### src/rtl/flit_port_allocator_pkg.sv
// Flit layout, port indices and small helpers shared by the deflection-router port allocator.
package flit_port_allocator_pkg;

  localparam int FLIT_W      = 16;
  localparam int POS_VALID   = 15;
  localparam int POS_PV_HI   = 14;
  localparam int POS_PV_LO   = 11;
  localparam int POS_TIME_HI = 10;
  localparam int POS_TIME_LO = 4;

  localparam int NUM_PORTS = 4;
  localparam int PORT_N    = 0;
  localparam int PORT_E    = 1;
  localparam int PORT_S    = 2;
  localparam int PORT_W    = 3;

  typedef logic [FLIT_W-1:0] flit_t;

  // Isolates the least-significant set bit; zero in gives zero out.
  function automatic logic [NUM_PORTS-1:0] lowest_one(input logic [NUM_PORTS-1:0] x);
    return x & (~x + 4'd1);
  endfunction

endpackage

### src/rtl/flit_port_allocator_if.sv
// Rank inputs, port outputs and control/statistics signals of the port allocator.
interface flit_port_allocator_if
  import flit_port_allocator_pkg::*;
#(
  parameter int CNT_W = 16
);
  logic             en;
  logic             clr_cnt;
  flit_t            rank0;
  flit_t            rank1;
  flit_t            rank2;
  flit_t            rank3;
  flit_t            out_n;
  flit_t            out_e;
  flit_t            out_s;
  flit_t            out_w;
  logic [3:0]       defl_map;
  logic [CNT_W-1:0] defl_cnt;

  modport master (
    output en, clr_cnt, rank0, rank1, rank2, rank3,
    input  out_n, out_e, out_s, out_w, defl_map, defl_cnt
  );

  modport slave (
    input  en, clr_cnt, rank0, rank1, rank2, rank3,
    output out_n, out_e, out_s, out_w, defl_map, defl_cnt
  );
endinterface

### src/rtl/flit_port_allocator_slot.sv
// One link of the rank-ordered allocation chain: claims a port for a single flit.
module port_alloc_slot
  import flit_port_allocator_pkg::*;
(
  input  flit_t      flit,
  input  logic [3:0] free_in,
  output logic [3:0] grant,
  output logic [3:0] free_out,
  output logic       defl
);

  logic [3:0] prod;

  always_comb begin
    prod  = flit[POS_PV_HI:POS_PV_LO] & free_in;
    grant = '0;
    defl  = 1'b0;
    if (flit[POS_VALID]) begin
      if (prod != '0) begin
        grant = lowest_one(prod);
      end else begin
        // A valid flit with PV=0 also lands here and is counted as deflected.
        grant = lowest_one(free_in);
        defl  = 1'b1;
      end
    end
    free_out = free_in & ~grant;
  end

endmodule

### src/rtl/flit_port_allocator.sv
// Maps four age-ranked flits onto N/E/S/W through a two-stage pipeline and
// keeps a saturating count of deflected flits.
module flit_port_allocator
  import flit_port_allocator_pkg::*;
#(
  parameter int CNT_W = 16
) (
  input logic                  clk,
  input logic                  reset_n,
  flit_port_allocator_if.slave bus
);

  flit_t [3:0]      rank_in;
  flit_t [3:0]      rank_q;
  flit_t [3:0]      out_d;
  flit_t [3:0]      out_q;
  logic  [3:0]      dm_d;
  logic  [3:0]      dm_q;
  logic  [4:0][3:0] free;
  logic  [3:0][3:0] grant;
  logic  [3:0]      defl;
  logic  [2:0]      pop;
  logic  [CNT_W:0]  sum;
  logic  [CNT_W-1:0] cnt_nxt;
  logic  [CNT_W-1:0] cnt_q;

  assign rank_in = {bus.rank3, bus.rank2, bus.rank1, bus.rank0};
  assign free[0] = 4'hF;

  for (genvar r = 0; r < 4; r++) begin : g_slot
    port_alloc_slot u_slot (
      .flit     (rank_q[r]),
      .free_in  (free[r]),
      .grant    (grant[r]),
      .free_out (free[r+1]),
      .defl     (defl[r])
    );
  end

  // Grants are one-hot per rank and disjoint across ranks, so at most one rank drives each port.
  always_comb begin
    out_d = '0;
    dm_d  = '0;
    for (int r = 0; r < 4; r++) begin
      for (int p = 0; p < NUM_PORTS; p++) begin
        if (grant[r][p]) begin
          out_d[p] = rank_q[r];
          dm_d[p]  = defl[r];
        end
      end
    end
    dm_d = dm_d & ~free[4];
  end

  always_comb begin
    pop = '0;
    for (int p = 0; p < NUM_PORTS; p++) begin
      pop = pop + {2'b00, dm_d[p]};
    end
    sum     = {1'b0, cnt_q} + (CNT_W+1)'(pop);
    cnt_nxt = sum[CNT_W] ? '1 : sum[CNT_W-1:0];
  end

  always_ff @(posedge clk or negedge reset_n) begin
    if (!reset_n) begin
      rank_q <= '0;
      out_q  <= '0;
      dm_q   <= '0;
    end else if (bus.en) begin
      rank_q <= rank_in;
      out_q  <= out_d;
      dm_q   <= dm_d;
    end
  end

  always_ff @(posedge clk or negedge reset_n) begin
    if (!reset_n) begin
      cnt_q <= '0;
    end else if (bus.clr_cnt) begin
      cnt_q <= '0;
    end else if (bus.en) begin
      cnt_q <= cnt_nxt;
    end
  end

  assign bus.out_n    = out_q[PORT_N];
  assign bus.out_e    = out_q[PORT_E];
  assign bus.out_s    = out_q[PORT_S];
  assign bus.out_w    = out_q[PORT_W];
  assign bus.defl_map = dm_q;
  assign bus.defl_cnt = cnt_q;

endmodule

### src/flat_wrapper.sv
// flat-port wrapper written by rule: the top's interface ports become plain ports
module flit_port_allocator_flat import flit_port_allocator_pkg::*;
#(
  parameter int CNT_W = 16
)
  (clk, reset_n, bus_en, bus_clr_cnt, bus_rank0, bus_rank1, bus_rank2, bus_rank3, bus_out_n, bus_out_e, bus_out_s, bus_out_w, bus_defl_map, bus_defl_cnt);
  flit_port_allocator_if #(.CNT_W(CNT_W)) bus_i ();
  input logic clk;
  input logic reset_n;
  input wire logic [$bits(bus_i.en)-1:0] bus_en;
  input wire logic [$bits(bus_i.clr_cnt)-1:0] bus_clr_cnt;
  input wire logic [$bits(bus_i.rank0)-1:0] bus_rank0;
  input wire logic [$bits(bus_i.rank1)-1:0] bus_rank1;
  input wire logic [$bits(bus_i.rank2)-1:0] bus_rank2;
  input wire logic [$bits(bus_i.rank3)-1:0] bus_rank3;
  output wire logic [$bits(bus_i.out_n)-1:0] bus_out_n;
  output wire logic [$bits(bus_i.out_e)-1:0] bus_out_e;
  output wire logic [$bits(bus_i.out_s)-1:0] bus_out_s;
  output wire logic [$bits(bus_i.out_w)-1:0] bus_out_w;
  output wire logic [$bits(bus_i.defl_map)-1:0] bus_defl_map;
  output wire logic [$bits(bus_i.defl_cnt)-1:0] bus_defl_cnt;
  assign bus_i.en = bus_en;
  assign bus_i.clr_cnt = bus_clr_cnt;
  assign bus_i.rank0 = bus_rank0;
  assign bus_i.rank1 = bus_rank1;
  assign bus_i.rank2 = bus_rank2;
  assign bus_i.rank3 = bus_rank3;
  assign bus_out_n = bus_i.out_n;
  assign bus_out_e = bus_i.out_e;
  assign bus_out_s = bus_i.out_s;
  assign bus_out_w = bus_i.out_w;
  assign bus_defl_map = bus_i.defl_map;
  assign bus_defl_cnt = bus_i.defl_cnt;
  flit_port_allocator #(.CNT_W(CNT_W)) u_core (.clk(clk), .reset_n(reset_n), .bus(bus_i));
endmodule
### config.mk
export PLATFORM = sky130hd
export DESIGN_NAME = flit_port_allocator_flat
export DESIGN_NICKNAME = d
export VERILOG_FILES = /design/src/rtl/flit_port_allocator_pkg.sv /design/src/rtl/flit_port_allocator_if.sv /design/src/rtl/flit_port_allocator_slot.sv /design/src/rtl/flit_port_allocator.sv /design/src/flat_wrapper.sv
export SDC_FILE = /design/constraint.sdc
export NUM_CORES = 1
export LEC_CHECK = 0
export CAP_MARGIN = 20
export CELL_PAD_IN_SITES_DETAIL_PLACEMENT = 1
export CELL_PAD_IN_SITES_GLOBAL_PLACEMENT = 1
export CORE_MARGIN = 3
export CORE_UTILIZATION = 31
export CTS_BUF_LIST = sky130_fd_sc_hd__clkbuf_4 sky130_fd_sc_hd__clkbuf_8
export CTS_CLUSTER_SIZE = 20
export DETAILED_ROUTE_END_ITERATION = 12
export GPL_TIMING_DRIVEN = 0
export HOLD_SLACK_MARGIN = 0.15
export PLACE_DENSITY = 0.76
export RECOVER_POWER = 25
export SKIP_CTS_REPAIR_TIMING = 1
export SLEW_MARGIN = 20
export SYNTH_ARGS = -nofsm -noshare
export SYNTH_HDL_FRONTEND = slang
export SYNTH_HIERARCHICAL = 1
export SYNTH_SLANG_ARGS = --single-unit
### constraint.sdc
create_clock -name clk -period 6.8 [get_ports clk]
set_input_delay 1.02 -clock clk [delete_from_list [all_inputs] [get_ports clk]]
set_output_delay 1.02 -clock clk [all_outputs]
set_load 0.005 [all_outputs]
* After elaboration in Yosys (flattened, before gate mapping) *
Cells that the tools add are included.

storage, ports and cells
  register bits after elaboration = 148
  bits in latches = 0
  memory bits (writable) = 0
  bits in read-only memories = 0
  bits of input ports = 68
  output and inout bits = 84
  word-level logic and storage cells = 103
  memories = 0

operators by class
  $add $sub $neg = 11
  multiply operators = 0
  div/mod/pow operators = 0
  magnitude comparators = 0
  eq/ne operators = 0
  shifts and indexed selects = 0
  mux-type cells = 51
  bitwise operators = 26
  reductions and logical operators = 5

operator list
  operator                                                       count
  16-bit two-way mux                                             19
  4-bit AND                                                      14
  4-bit NOT                                                      12
  4-bit two-way mux                                              8
  4-bit by 1-bit adder with 4-bit output, second input constant  7
  1-bit two-way mux                                              24
  16-bit by 3-bit adder with 17-bit output                       1
  4-bit nonzero test                                             4
  3-bit by 1-bit adder with 3-bit output                         2
  1-bit by 1-bit adder with 2-bit output                         1
  2-bit nonzero test                                             1

* Logic depth before layout (Yosys ltp) *
Gate-level depths: netlist of run 1.

  depth after elaboration = 39
  mapped depth = 26
  depth with buffers taken out = 24

* By module *
Netlist of run 1, hierarchy kept.

modules (own cells, without submodules)
  module               instances  cells each  area each (sq um)  seq. area each (sq um)
  flit_port_allocator  1          763         7617.3             3703.6
  port_alloc_slot      4          28          173.9              0.0

* Worst setup path before layout of run 1 *
Ideal clock, no wire load.

  path kind = register to register
  start = register u_core/rank_q[13] in the netlist's numbering
  end = register u_core.cnt_q[8] (netlist: u_core/bus.defl_cnt[8])
  library setup time = 0.087 ns
  arrival = 5.316 ns
  data required time = 6.713 ns
  slack = 1.397 ns
  cell stages (with the launch flop) = 26
  path through = dfrtp_1 > a22oi_1 > a41oi_1 > nand2_2 > nand3_2 > o31a_1 > a211oi_1 > o2111ai_1 > and2_1 > a22oi_1 > a21oi_1 > nor2_1 > clkbuf_1 > clkbuf_1 > a22oi_1 > nor2_1 > fa_1 > inv_1 > fa_1 > inv_1 > fa_1 > and2_0 > and3_1 > buf_2 > and3_1 > a211oi_2

RTL lines
  element                   RTL line                   text
  start: declaration        flit_port_allocator.sv:14  flit_t [3:0] rank_q;
  start signal: assignment  flit_port_allocator.sv:70  rank_q <= rank_in;
  end signal: assignment    flit_port_allocator.sv:82  cnt_q <= cnt_nxt;
  end: declaration          flit_port_allocator.sv:25  logic [CNT_W-1:0] cnt_q;

==> results of run 1 <==
==> flip-flops by register name (all words and copies together) (netlist names) <==
register             cells
u_core/bus.defl_cnt     16
u_core/rank_q           64
u_core/bus.out_w        16
u_core/bus.out_e        16
u_core/bus.defl_map      4
u_core/bus.out_s        16
u_core/bus.out_n        16
==> layer usage <==
metal / global-route usage, % / routed length (um) / part of all wire (%)
met1: 31.0 / 14400 / 43
met2: 36.9 / 15500 / 47
met3: 4.29 / 2300 / 7.0
met4: 6.76 / 827 / 2.5
met5: 0 / 0 / 0
==> per-stage QoR <==
| step | utilization [%] | std cells | hold slack, ps | setup TNS [ps] |
|---|---|---|---|---|
| after global routing | 41.0 | 1413 | 575 | -2.47 |
| after global placement | 39.4 | 1382 | 522 | -228070 |
| final | 41.0 | 1413 | 541 | 0 |
| after CTS | 41.0 | 1413 | 480 | -684 |
| after detailed placement | 39.5 | 1383 | 533 | -301 |
| after floorplan | - | 897 | 525 | 0 |
==> worst max-delay path by stage <==
stage                                  startpoint                                  to  slack [ps]  cells past startpoint
detailed placement  u_core/rank_q[13]$_DFFE_PN0P_  u_core/bus.defl_cnt[8]$_DFFE_PN0P_        -150                     24
global placement                          reset_n     u_core/bus.out_s[6]$_DFFE_PN0P_       -1560                      1
global route        u_core/rank_q[12]$_DFFE_PN0P_  u_core/bus.defl_cnt[8]$_DFFE_PN0P_          -2                     25
CTS                 u_core/rank_q[13]$_DFFE_PN0P_  u_core/bus.defl_cnt[8]$_DFFE_PN0P_        -250                     24
floorplan           u_core/rank_q[13]$_DFFE_PN0P_  u_core/bus.defl_cnt[8]$_DFFE_PN0P_        1400                     25
finish              u_core/rank_q[12]$_DFFE_PN0P_  u_core/bus.defl_cnt[8]$_DFFE_PN0P_         420                     25
==> cell usage in the layout, fill, tap and decap left out, types with 19 or more instances in the layout <==
cell type,n
clkbuf_8,19
a211o_1,64
inv_1,37
conb_1,23
nor2_1,90
dfrtp_1,148
clkbuf_1,35
a221oi_1,64
nand2_1,105
mux2_2,48
clkdlybuf4s50_1,149
o21ai_0,23
a31oi_1,68
==> kinds of logic after synthesis <==
logic type	share of synthesized area, %
flops	44.6
compound gates	27.2
other cells	0.0451
simple gates	14.8
mux	6.62
fa+ha+maj	0.873
buf+inv	5.93
==> synth_stat cells (all sizes together), types with 2 or more instances <==
master / number
a211o: 64
nand2b: 4
a31oi: 68
o22ai: 4
and4: 2
dfrtp: 148
a221oi: 68
nor2: 91
a21oi: 18
o2111ai: 5
inv: 37
clkbuf: 38
nor3: 10
or2: 2
a21boi: 5
a211oi: 11
a22oi: 8
and2: 14
o31a: 5
nor4: 5
a311oi: 3
nand2: 110
buf: 40
o21ai: 27
fa: 3
a41oi: 5
and4b: 2
and3: 5
nor2b: 9
mux2: 48
nand3: 6
nand4: 4
==> worst register-to-register path: stages, from the launching register on <==
cell and delay, ps:
dfrtp_1 480, nand2_1 230, nand3_2 130, o31a_1 400, a22oi_1 290, a41oi_2 320
nand2_2 200, nand3_2 120, o31a_1 400, a211oi_1 270, o2111ai_1 170, nor2_1 140
clkbuf_2 240, clkbuf_4 300, a22oi_1 170, nor2_1 180, fa_1 430, inv_1 80
fa_1 200, inv_1 60, fa_1 480, and2_0 270, and3_1 190, buf_2 150
and3_1 190, a211oi_2 210
==> final cells by class <==
| class | instances | area (um^2) | share of cell area (%) |
|---|---|---|---|
| buffer | 78 | 364 | 3.39 |
| clock inverter | 11 | 128 | 1.19 |
| tap | 335 | 419 | 3.90 |
| sequential | 148 | 3700 | 34.5 |
| timing repair buffer | 151 | 1500 | 14.0 |
| clock buffer | 19 | 262 | 2.43 |
| inverter | 37 | 139 | 1.29 |
| multi-input combinational | 634 | 4230 | 39.4 |
==> power by group <==
| group | total, mW | switching, mW | internal [mW] | leakage, nW |
|---|---|---|---|---|
| registers | 1.11 | 0.130 | 0.982 | 1.81 |
| clock network | 0.702 | 0.357 | 0.345 | 0.196 |
| logic | 0.694 | 0.355 | 0.338 | 2.20 |
==> metrics, run 1 <==
Setup Skew=18.3 ps; Syn Inst Count=875; antenna diode count=0; Rows=59; grt ovf=0; DRC violations left=0; # setup viols final=0; Tot GR Track Use=a little under a quarter; Reg clk slew, reported paths=80 ps; WP buf/inv=5; leak pwr=4.20 nW; Top delay family on crit path=compound AO/OA/AOI/OAI gates; Main synth FF type=dfrtp_1; final worst slack=roughly 420 ps; PortBufs=150; Sink Count=148; post-route ant nets=0; critical path arrival=6750 ps; vias in the first global route=8195; top cells by area, synth=dfrtp_1, a211o_1, a221oi_1, mux2_2, a31oi_1; Die Span Y=between 150 and 200 um; Hold Path End=u_core/bus.out_n[1]$_DFFE_PN0P_; largest net degree at the start of global routing=between 90 and 100; Die X=170 um; worst-margin pin slew=2940 ps; critical path class=reg -> reg; post-route cell area=0.0107 mm^2; reg2reg setup slack=420 ps; endpoints failing hold=0; crit path time final=approximately 6400 ps; HP Class=reg -> reg; reg2reg start=u_core/rank_q[12]$_DFFE_PN0P_; first-pass GRT wire length=50.2 mm; reg2reg end=u_core/bus.defl_cnt[8]$_DFFE_PN0P_; Hold Crit Start=u_core/bus.out_n[1]$_DFFE_PN0P_; initial drt markers=801; Max Fclk=around 160 MHz; Die ar.=0.0288 mm^2; NumNets Final=1139; core area=0.0262 mm^2; worst vdd ir=0.122 mV; MaxCap Viol Count=2; Bufs on Longest Clock Path=2; DP Area=0.0103 mm^2; Post-Syn Area=0.00831 mm^2; WL final=~33 mm; post-synthesis register bit count=148; depth of the CTS H-tree=4; share of the synthesized area in the top cell type=44.6%; Synth area leader=dfrtp_1; Filler cells=3006; HPWL after DPL=24.4 mm; Avg Cell Area, Syn=9.50 um^2; slowest CP cell=dfrtp_1; Ys Warns=6; vias=about 8200; CTS tree=built; Slew Limit Headroom=-95.8%; initial cell density of the core=31.7%; Crit Path Max Fanout=10; area delta synth->final=29.3%; Power Dens Cells=233 mW/mm^2; Worst Setup Start Kind=register; Required @ worst endpoint=~7000 ps; violated checks=capacitance limit, slew limit; CP peak stage delay=480 ps; WHS Path Cells=2; Vias/cell=approximately 5.8; drt first pass iters=6; Synth cell types=54; number of synthesized flops with an enable pin=0; Final Wtd Congestion=0.880; total I/O pin count=approximately 150; initial antenna violation count=0; fraction of layout cells with a size suffix above 1=13.4%; Power Total=2.51 mW; pins over their slew limit=151; CTS Buf Count=17; crit-path most repeated cell=fa_1; path depth of the worst reg2reg path=25; share of flip-flops with an asynchronous set or reset=100%; Avg WL per Cell=23.4 um; worst slack at placement=-153 ps; Tcrit/Tclk final=93.8%; clk_lat worst skew=roughly 460 ps; endpoint type of the worst setup path=register; sequential share of the synthesized area=44.6%; status=complete, but fails checks; clock root cell=clkbuf_8
No activity file was read; power rests on OpenSTA's default activity.
==> run 2, diff against run 1 <==
--- a/config.mk
+++ b/config.mk
@@ -5,17 +5,18 @@
 export SDC_FILE = /design/constraint.sdc
 export NUM_CORES = 1
 export LEC_CHECK = 0
+export ABC_AREA = 1
 export CAP_MARGIN = 20
 export CELL_PAD_IN_SITES_DETAIL_PLACEMENT = 1
 export CELL_PAD_IN_SITES_GLOBAL_PLACEMENT = 1
 export CORE_MARGIN = 3
-export CORE_UTILIZATION = 31
+export CORE_UTILIZATION = 40
 export CTS_BUF_LIST = sky130_fd_sc_hd__clkbuf_4 sky130_fd_sc_hd__clkbuf_8
 export CTS_CLUSTER_SIZE = 20
 export DETAILED_ROUTE_END_ITERATION = 12
 export GPL_TIMING_DRIVEN = 0
 export HOLD_SLACK_MARGIN = 0.15
-export PLACE_DENSITY = 0.76
+export PLACE_DENSITY = 0.95
 export RECOVER_POWER = 25
 export SKIP_CTS_REPAIR_TIMING = 1
 export SLEW_MARGIN = 20
==> run 2 against run 1 <==
  * Hold slack worse by 26 ps
  * Highest routed layer unchanged
  * Count of clock-buffer cells in the layout fell by 2
  * Clock power about the same
  * Cell area up 2.4%
  * Maximum frequency increased by 0.93%
  * Power grew 3.5%
  * Routed wire length is 7.1% higher
  * Global-route usage rose by 7.0 points
  * Die area shrank 18%
  * Clock skew about the same
  * Critical path depth up 14
  * The flow still finishes with violations (capacitance limit, slew limit)
==> metrics, run 2 <==
path depth of the worst reg2reg path=39 (was 25); initial antenna violation count=0 (unchanged); largest net degree at the start of global routing=77 (was 98); top cells by area, synth=dfrtp_1, nand2_1, a21oi_1, a22oi_1, nor2_1 (was dfrtp_1, a211o_1, a221oi_1, mux2_2, a31oi_1); Avg WL per Cell=21.3 um (was 23.4 um); Biggest register=u_core/rank_q (unchanged); crit path time final=6320 ps (was 6380 ps); HP Class=reg -> reg (unchanged); Vias/cell=5.67 (was 5.80); Worst Setup Start Kind=register (unchanged); MaxCap Viol Count=2 (unchanged); Die X=154 um (was 170 um); Layout Cells excl Fill=1664 (was 1413); Syn Inst Count=1195 (was 875); post-route ant nets=0 (unchanged); HPWL after DPL=26.6 mm (was 24.4 mm); Power Dens Cells=236 mW/mm^2 (was 233 mW/mm^2); NumNets Final=1448 (was 1139); fraction of layout cells with a size suffix above 1=9.79% (was 13.4%); drt first pass iters=5 (was 6); # setup viols final=0 (unchanged); Placed Cells=1632 (was 1383); multi-input logic area=0.00441 mm^2 (was 0.00423 mm^2); commonest non-fill, non-tap cell in the layout=nand2_1 (was clkdlybuf4s50_1); critical path class=reg -> reg (unchanged); max FFs per register=64 (unchanged); post-route cell area=0.0110 mm^2 (was 0.0107 mm^2); reg2reg start=u_core/rank_q[11]$_DFFE_PN0P_ (was u_core/rank_q[12]$_DFFE_PN0P_); grt ovf=0 (unchanged); Required @ worst endpoint=7180 ps (was 7170 ps); WL final=35.4 mm (was 33.0 mm); worst vdd ir=0.119 mV (was 0.122 mV); DP Area=0.0106 mm^2 (was 0.0103 mm^2); Die Span Y=154 um (was 170 um); Synth cell types=30 (was 54); vias=9434 (was 8193); slowest CP cell=dfrtp_1 (unchanged); post-synthesis register bit count=148 (unchanged); Setup Skew=18.4 ps (was 18.3 ps); worst slack at placement=595 ps (was -153 ps); WP buf/inv=5 (unchanged); PortBufs=150 (unchanged); Ys Warns=6 (unchanged); share of flip-flops with an asynchronous set or reset=100% (unchanged); Die ar.=0.0236 mm^2 (was 0.0288 mm^2); status=complete, but fails checks (unchanged); most common library cells after synthesis=nand2_1, a21oi_1, dfrtp_1, nor2_1, a22oi_1 (was dfrtp_1, nand2_1, nor2_1, a31oi_1); Main synth FF type=dfrtp_1 (unchanged); Post-Route Utilization=51.8% (was 41.0%); share of the synthesized area in the top cell type=42.4% (was 44.6%); clock root cell=clkbuf_8 (unchanged); depth of the CTS H-tree=4 (unchanged); critical path arrival=6700 ps (was 6750 ps); Fin Setup TNS=0 ps (unchanged); register area=0.00370 mm^2 (unchanged); Sink Count=148 (unchanged); initial cell density of the core=41.1% (was 31.7%); Tcrit/Tclk final=93.0% (was 93.8%); violated checks=capacitance limit, slew limit (unchanged); final worst slack=478 ps (was 419 ps); Bufs on Longest Clock Path=2 (unchanged); core area=0.0212 mm^2 (was 0.0262 mm^2); CP peak stage delay=540 ps (was 480 ps); Max Fclk=158 MHz (was 157 MHz); pins over their slew limit=151 (unchanged); leak pwr=5.31 nW (was 4.20 nW); clk_lat worst skew=490 ps (was 460 ps); CTS Buf Count=17 (unchanged); total I/O pin count=152 (unchanged); Final Wtd Congestion=0.935 (was 0.880); Tot GR Track Use=29.8% (was 22.7%); DRC violations left=0 (unchanged); most frequent cell after synthesis=nand2_1 (was dfrtp_1); Hold Crit Start=u_core/bus.defl_map[1]$_DFFE_PN0P_ (was u_core/bus.out_n[1]$_DFFE_PN0P_); Slew Limit Headroom=-170% (was -95.8%); antenna diode count=0 (unchanged); Power Total=2.60 mW (was 2.51 mW); Avg Cell Area, Syn=7.30 um^2 (was 9.50 um^2); first-pass GRT wire length=55.5 mm (was 50.2 mm); commonest cells after routing, fill and taps aside=nand2_1, a21oi_1, clkdlybuf4s50_1 (was clkdlybuf4s50_1, dfrtp_1, nand2_1); Crit Path Max Fanout=10 (unchanged); Hold Slack=515 ps (was 541 ps); Reg clk slew, reported paths=100 ps (was 80 ps); initial drt markers=690 (was 801); RSZ-0062 raised after global routing=no; Top delay family on crit path=simple AND/OR/NAND/NOR gates (was compound AO/OA/AOI/OAI gates); Hold Path End=u_core/bus.defl_map[1]$_DFFE_PN0P_ (was u_core/bus.out_n[1]$_DFFE_PN0P_); Rows=53 (was 59); CTS tree=built (unchanged); reg2reg setup slack=480 ps (was 420 ps); reg2reg end=u_core/bus.defl_cnt[12]$_DFFE_PN0P_ (was u_core/bus.defl_cnt[8]$_DFFE_PN0P_); Filler cells=2701 (was 3006); Synth area leader=dfrtp_1 (unchanged); vias in the first global route=9924 (was 8195); number of synthesized flops with an enable pin=0 (unchanged); endpoints failing hold=0 (unchanged); sequential share of the synthesized area=42.4% (was 44.6%); endpoint type of the worst setup path=register (unchanged); Post-Syn Area=0.00873 mm^2 (was 0.00831 mm^2); area delta synth->final=26.1% (was 29.3%); crit-path most repeated cell=nand2_2 (was fa_1); worst-margin pin slew=4060 ps (was 2940 ps); WHS Path Cells=2 (unchanged)
run 2: cell types whose count changed in the layout (fill, tap and decap cells not counted), moves of 13 or more:
cell and delta:
nand2_1 +294, a21oi_1 +191, a22oi_1 +62, nand3_1 +26, a221oi_1 -64, a211o_1 -64
inv_1 +28, buf_2 +21, buf_1 -13, a31oi_1 -68, mux2_2 -48
run 2: logic make-up after synthesis:
logic type,count (synthesis),share of synthesized area (%)
AND/OR/NAND/NOR,584,28.8
AO/OA/AOI/OAI,310,19.8
flip-flops,148,42.4
buffers and inverters,143,7.54
XOR/XNOR,5,0.502
adder cells (fa/ha/maj),4,0.832
other,1,0.0430
run 2: final cells by class:
type	count	share of cell area [%]
plain buffers	72	3.56
clock buffers	17	2.13
clock inverters	15	1.41
inverters	71	2.42
multi-input cells	915	40.0
flip-flops and latches	148	33.7
well taps	275	3.13
repair buffers	151	13.6
run 2: worst max path at each step:
stage,from,to,slack [ps],cells past startpoint
2_1_floorplan,u_core/rank_q[11]$_DFFE_PN0P_,u_core/bus.defl_cnt[10]$_DFFE_PN0P_,1830,41
3_3_place_gp,reset_n,u_core/rank_q[0]$_DFFE_PN0P_,-1310,1
3_5_place_dp,u_core/rank_q[14]$_DFFE_PN0P_,u_core/bus.defl_cnt[10]$_DFFE_PN0P_,600,41
4_1_cts,u_core/rank_q[14]$_DFFE_PN0P_,u_core/bus.defl_cnt[12]$_DFFE_PN0P_,530,39
5_1_grt,u_core/rank_q[11]$_DFFE_PN0P_,u_core/bus.defl_cnt[12]$_DFFE_PN0P_,30,39
6_report,u_core/rank_q[11]$_DFFE_PN0P_,u_core/bus.defl_cnt[12]$_DFFE_PN0P_,480,39
run 2: worst reg2reg max path: cells and delay by family (launching register included):
kind,cells,cell delay [ps]
fa+ha+maj,3,1080
compound gates,5,1400
simple gates,26,2700
buf+inv,5,480
flops,1,540
run 2: per-layer routing:
| layer | share of wire [%] | GRT usage, % | up-vias | wire length (um) |
|---|---|---|---|---|
| li1 | - | - | 4261 | - |
| met1 | 42 | 39.6 | 4713 | 14800 |
| met2 | 48 | 47.9 | 389 | 16800 |
| met3 | 7.2 | 5.91 | 71 | 2560 |
| met4 | 3.3 | 11.9 | 0 | 1180 |
| met5 | 0 | 0 | - | 0 |
run 2: report_power, final:
part,total (mW),switching [mW],internal (mW)
clock network,0.699,0.423,0.276
registers,1.10,0.117,0.985
logic,0.795,0.461,0.334
total,2.60,1.00,1.60
